File: config.mk
export PLATFORM = sky130hd
export DESIGN_NAME = solution_uart_tx
export DESIGN_NICKNAME = d
export VERILOG_FILES = /design/src/rtl/solution_uart_tx.sv
export SDC_FILE = /design/constraint.sdc
export NUM_CORES = 2
export LEC_CHECK = 0
export ABC_AREA = 1
export CELL_PAD_IN_SITES_DETAIL_PLACEMENT = 0
export CELL_PAD_IN_SITES_GLOBAL_PLACEMENT = 1
export CORE_UTILIZATION = 33
export DETAILED_ROUTE_END_ITERATION = 8
export PLACE_DENSITY = 0.54
export SETUP_SLACK_MARGIN = 0.3
export SLEW_MARGIN = 10
export SYNTH_ARGS = -nofsm -noshare
export SYNTH_HDL_FRONTEND = slang
export SYNTH_MEMORY_MAX_BITS = 65536
export SYNTH_SLANG_ARGS = --single-unit
File: constraint.sdc
create_clock -name eclk -period 22.3 [get_ports eclk]
set_input_delay 3.345 -clock eclk [delete_from_list [all_inputs] [get_ports eclk]]
set_output_delay 3.345 -clock eclk [all_outputs]
set_load 0.05 [all_outputs]
File: src/rtl/solution_uart_tx.sv
// rtl/solution_uart_tx.sv - FIFO-buffered 8N1 UART transmitter for solution markers and leaf-index words
module solution_uart_tx #(
  parameter int         CLK_DIV  = 868,
  parameter int         FIFO_AW  = 6,
  parameter logic [7:0] SOF_BYTE = 8'hA5
) (
  input  logic        eclk,
  input  logic        rstb,
  input  logic        uart_start,
  input  logic [63:0] uart_tdata,
  input  logic        uart_headernonce_send,
  output logic        txd,
  output logic        tx_busy,
  output logic        overflow,
  output logic [15:0] word_cnt
);

  localparam int              DEPTH    = 1 << FIFO_AW;
  localparam logic [15:0]     DIV_LAST = 16'(CLK_DIV - 1);
  localparam logic [FIFO_AW:0]   CNT_ONE = 1;
  localparam logic [FIFO_AW-1:0] PTR_ONE = 1;

  typedef enum logic [1:0] {
    ST_IDLE = 2'd0,
    ST_SOF  = 2'd1,
    ST_DATA = 2'd2
  } state_t;

  // FIFO storage: {mark, has_data, data[63:0]}
  logic [65:0]        mem [DEPTH];
  logic [FIFO_AW-1:0] wr_ptr;
  logic [FIFO_AW-1:0] rd_ptr;
  logic [FIFO_AW:0]   count;

  logic        push_req;
  logic        push;
  logic        pop;
  logic        full;
  logic        empty;
  logic [65:0] wr_entry;
  logic [65:0] rd_entry;

  state_t      state;
  logic        ent_has_data;
  logic [63:0] ent_data;
  logic [2:0]  byte_idx;
  logic [3:0]  bit_idx;
  logic [15:0] bit_timer;
  logic [7:0]  cur_byte;
  logic        last_byte;

  // Count never exceeds DEPTH, so its MSB alone marks "full".
  assign full     = count[FIFO_AW];
  assign empty    = (count == '0);
  assign push_req = uart_start | uart_headernonce_send;
  assign push     = push_req & ~full;
  assign pop      = (state == ST_IDLE) & ~empty;
  assign wr_entry = {uart_headernonce_send, uart_start, uart_start ? uart_tdata : 64'h0};
  assign rd_entry = mem[rd_ptr];
  assign tx_busy  = ~empty | (state != ST_IDLE);

  // Byte being framed and whether it is the last byte of the current entry
  always_comb begin
    cur_byte  = SOF_BYTE;
    last_byte = 1'b0;
    if (state == ST_SOF) begin
      cur_byte  = SOF_BYTE;
      last_byte = ~ent_has_data;
    end else begin
      cur_byte  = ent_data[{byte_idx, 3'b000} +: 8];
      last_byte = (byte_idx == 3'd7);
    end
  end

  // FIFO array write; contents need no reset since count gates every read
  always_ff @(posedge eclk) begin
    if (push) begin
      mem[wr_ptr] <= wr_entry;
    end
  end

  // FIFO pointers and occupancy; full is judged before the same-cycle pop
  always_ff @(posedge eclk or negedge rstb) begin
    if (!rstb) begin
      wr_ptr <= '0;
      rd_ptr <= '0;
      count  <= '0;
    end else begin
      if (push) wr_ptr <= wr_ptr + PTR_ONE;
      if (pop)  rd_ptr <= rd_ptr + PTR_ONE;
      case ({push, pop})
        2'b10:   count <= count + CNT_ONE;
        2'b01:   count <= count - CNT_ONE;
        default: count <= count;
      endcase
    end
  end

  // Sticky overflow on a dropped write and saturating accepted-word counter
  always_ff @(posedge eclk or negedge rstb) begin
    if (!rstb) begin
      overflow <= 1'b0;
      word_cnt <= 16'h0000;
    end else begin
      if (push_req && full) overflow <= 1'b1;
      if (push && uart_start && (word_cnt != 16'hFFFF)) word_cnt <= word_cnt + 16'd1;
    end
  end

  // Transmit FSM with integrated byte framer; bytes inside an entry run back to back
  always_ff @(posedge eclk or negedge rstb) begin
    if (!rstb) begin
      state        <= ST_IDLE;
      ent_has_data <= 1'b0;
      ent_data     <= 64'h0;
      byte_idx     <= 3'd0;
      bit_idx      <= 4'd0;
      bit_timer    <= 16'd0;
      txd          <= 1'b1;
    end else begin
      case (state)
        ST_IDLE: begin
          txd <= 1'b1;
          if (!empty) begin
            ent_has_data <= rd_entry[64];
            ent_data     <= rd_entry[63:0];
            byte_idx     <= 3'd0;
            bit_idx      <= 4'd0;
            bit_timer    <= 16'd0;
            txd          <= 1'b0;
            state        <= rd_entry[65] ? ST_SOF : ST_DATA;
          end
        end
        ST_SOF, ST_DATA: begin
          if (bit_timer != DIV_LAST) begin
            bit_timer <= bit_timer + 16'd1;
          end else begin
            bit_timer <= 16'd0;
            if (bit_idx != 4'd9) begin
              bit_idx <= bit_idx + 4'd1;
              txd     <= (bit_idx == 4'd8) ? 1'b1 : cur_byte[bit_idx[2:0]];
            end else begin
              bit_idx <= 4'd0;
              if (last_byte) begin
                state <= ST_IDLE;
                txd   <= 1'b1;
              end else begin
                txd <= 1'b0;
                if (state == ST_SOF) begin
                  state    <= ST_DATA;
                  byte_idx <= 3'd0;
                end else begin
                  byte_idx <= byte_idx + 3'd1;
                end
              end
            end
          end
        end
        default: begin
          state <= ST_IDLE;
          txd   <= 1'b1;
        end
      endcase
    end
  end

endmodule

==> metrics.md <==
| Metric | Value |
|---|---|
| Fmax | between 100 and 150 MHz |
| Clk_skew | ~0.11 ns |
| Max-slew violation count | 0 |
| Yosys warns | 0 |
| Post-route ant nets | 0 |
| Commonest non-fill, non-tap cell in the layout | edfxtp_1 |
| Placement Setup Slack | ~15 ns |
| Final worst-path cycle share | between 30% and 40% |
| CP Class | reg -> out |
| Layout cell share with drive strength beyond 1 | 8.07% |
| Power Internal | 0.0157 W |
| H-Tree Depth | 5 |
| Sw power | just over 0.01 W |
| Io pins | 87 |
| Switching share of power | 39.2% |
| Slew HR | approximately 17% |
| Clk_lat worst skew | 1.09 ns |
| Flops & latches, synth | approximately 4,400 |
| Clock transition at path regs | 0.06 ns |
| IO buf count | 86 |
| Setup violations, final | 0 |
| Flop pwr share | 37.0% |
| RD Place Congestion | approximately 0.85 |
| Total number of vias | between 100k and 150k |
| EDFF count, synth | 4,224 |
| Synthesized instance count | 12,846 |
| Largest net degree at the start of global routing | 189 |
| Postcts setup bufs | 0 |
| Initial DRC count | 12,145 |
| Pwr/cell area | between 100 and 150 nW/um2 |
| Multi-input gate area | around 36,000 um2 |
| Comb power frac | ~34% |
| Fraction of registers with async set/reset | 2.92% |
| Post-CTS Hold Fix Bufs | 0 |
| Worst Hold Class | reg -> reg |
| DR DRC count | 0 |
| Layout net count | around 13,000 |
| Clk root buf | clkbuf_16 |
| Non-filler cells, final | 20,096 |
| Tot GR Track Use | about 22% |
| Antenna violations before repair | 30 |
| Gr ovfl total | 0 |
| Unrepaired setup endpoints after global routing | false |
| Dpl hpwl | 324 mm |
| Dpl cells | between 15,000 and 20,000 |
| Synthesized net count | 12,930 |
| VDD IR max | roughly 0.13 mV |
| Worst-case clock buffer depth | 4 |
| Crit start category | register |
| CTS tree | done |
| Sequential share of the synthesized area | around 76% |
| Die width | around 720 um |
| R2R Setup Slk | 15.54 ns |
| Top FF cell, synth | edfxtp_1 |
| Clock Power Share | just under 30% |
| First-pass GRT wire length | about 840 mm |
| TritonCTS buffer count | ~460 |
| Clock sink total | between 4,000 and 5,000 |
| WL/cell | between 20 and 30 um |
| Vias in the first global route | around 110k |
| Die area | 521,000 um2 |
| Core Area | roughly 510,000 um2 |
| Max Cap Violations | 0 |
| DRT Pass-1 Iters | 5 |
| Final hold vios | 0 |
| CP arrival | approximately 4 ns |
| Worst-Margin Slew | approximately 1.2 ns |
| Routed WL | 599 mm |
| Resize count post-CTS | 0 |
| Fillers | ~49,000 |
| Mapped Area | between 150,000 and 200,000 um2 |
| Library cells used by synthesis | 43 |
| DIE HEIGHT | 722 um |
| Synthesized area per cell | around 13 um2 |
| Peak fanout along the critical path | 6 |
| Crit. End Element | primary output |
| Initial Utilization | between 30% and 40% |
| Setup_tns | 0 ns |
| Tmin final | 7.40 ns |
| Synth-to-layout area growth | 13.7% |
| FP Rows | 263 |
| Status | finished clean |
| Routed vias/inst | roughly 5.5 |
| Register area | approximately 130,000 um2 |
| Commonest non-fill, non-tap cells in the layout | edfxtp_1, nor2_1, o21ai_0 |
| Worst EP required | approximately 19 ns |
| Worst setup margin | around 15 ns |
| LEAKAGE | slightly above 60 nW |
[per-stage QoR]
| step | power, W | util (%) | hold WS, ns | instance area [um2] |
|---|---|---|---|---|
| floorplan | 0.0146 | - | 0.441 | 171000 |
| global placement | 0.0183 | 34.9 | 0.467 | 179000 |
| global route | 0.0269 | 37.8 | 0.502 | 194000 |
| CTS | 0.0259 | 37.8 | 0.480 | 194000 |
| finish | 0.0258 | 37.8 | 0.481 | 194000 |
| detailed placement | 0.0183 | 34.9 | 0.462 | 179000 |
[synthesized netlist by cell type (4+ instances only)]
master	count	area, um2
buf_4	51	383
nand2_1	648	2430
nor2_1	2476	9290
nand4_1	82	513
edfxtp_1	4224	127000
xor2_1	20	175
buf_1	37	139
inv_1	153	574
o21ai_0	2018	10100
buf_2	304	1520
xnor2_1	8	70.1
o221ai_1	274	2400
o211ai_1	255	1910
or2_2	6	37.5
dfrtp_1	126	3150
clkbuf_1	506	1900
a31oi_1	38	238
o21ai_1	186	931
ha_1	15	188
nand3_1	561	2810
inv_2	4	15.0
a21oi_1	212	1060
o22ai_1	573	3580
nor3_1	20	100
clkbuf_2	5	25.0
buf_6	22	248
[worst paths after layout]
check                       startpoint           to  depth (start not counted)
min in group asynchronous         rstb     count[3]                          1
max in group asynchronous         rstb    rd_ptr[0]                          3
max                           count[6]      tx_busy                          5
min reg2reg                ent_data[0]  ent_data[0]                          2
min                        ent_data[0]  ent_data[0]                          2
max reg2reg                  rd_ptr[0]     state[1]                         15
[registers in the layout, indices dropped and copies added (netlist names)]
| signal | flops |
|---|---|
| word_cnt | 16 |
| state | 2 |
| txd | 1 |
| byte_idx | 3 |
| bit_idx | 4 |
| wr_ptr | 6 |
| ent_has_data | 1 |
| bit_timer | 16 |
| ent_data | 64 |
| count | 7 |
| mem | 4224 |
| overflow | 1 |
| rd_ptr | 6 |
[critical path, cell delays in order, from the launching register on]
cell and delay [ns]:
dfrtp_1 0.36, inv_1 0.21, nand4_1 0.16, nor2_2 0.78, nand2_1 0.48, clkdlybuf4s50_1 0.94
[cell families (layout without fill, tap and decap cells)]
logic type	after synthesis	after routing	share of synthesized area, %
AO/OA/AOI/OAI	3564	3564	11.9
other	0	6	0
buffers and inverters	1087	1441	2.84
XOR/XNOR	28	28	0.144
AND/OR/NAND/NOR	3799	3799	8.91
multiplexers	1	1	0.00659
flip-flops	4351	4351	76.1
adder cells (fa/ha/maj)	16	16	0.122
[power groups by stage]
stage / Sequential, W / Combinational [W] / Clock, W
after floorplan: 0.00960 / 0.00505 / 0
after global placement: 0.00969 / 0.00859 / 0
after detailed placement: 0.00970 / 0.00864 / 0
after CTS: 0.00953 / 0.00866 / 0.00775
after global routing: 0.00955 / 0.00926 / 0.00805
final: 0.00953 / 0.00863 / 0.00762
[metal layers]
metal	share of wire [%]	wire, um	vias to the layer above	GRT usage (%)
met4	3.6	21300	6	7.30
li1	-	-	48026	-
met5	0.0068	41	-	0
met2	46	278000	4075	36.0
met1	43	260000	57809	31.0
met3	6.6	39800	857	3.23
[final cells by class]
type	count	area share [%]
multi-input combinational	7408	18.8
clock inverter	274	1.35
tap	6890	4.44
sequential	4351	66.9
timing repair buffer	419	1.86
clock buffer	588	6.30
inverter	160	0.345
antenna	6	0.00773
Power figures use the tool's default switching activity.
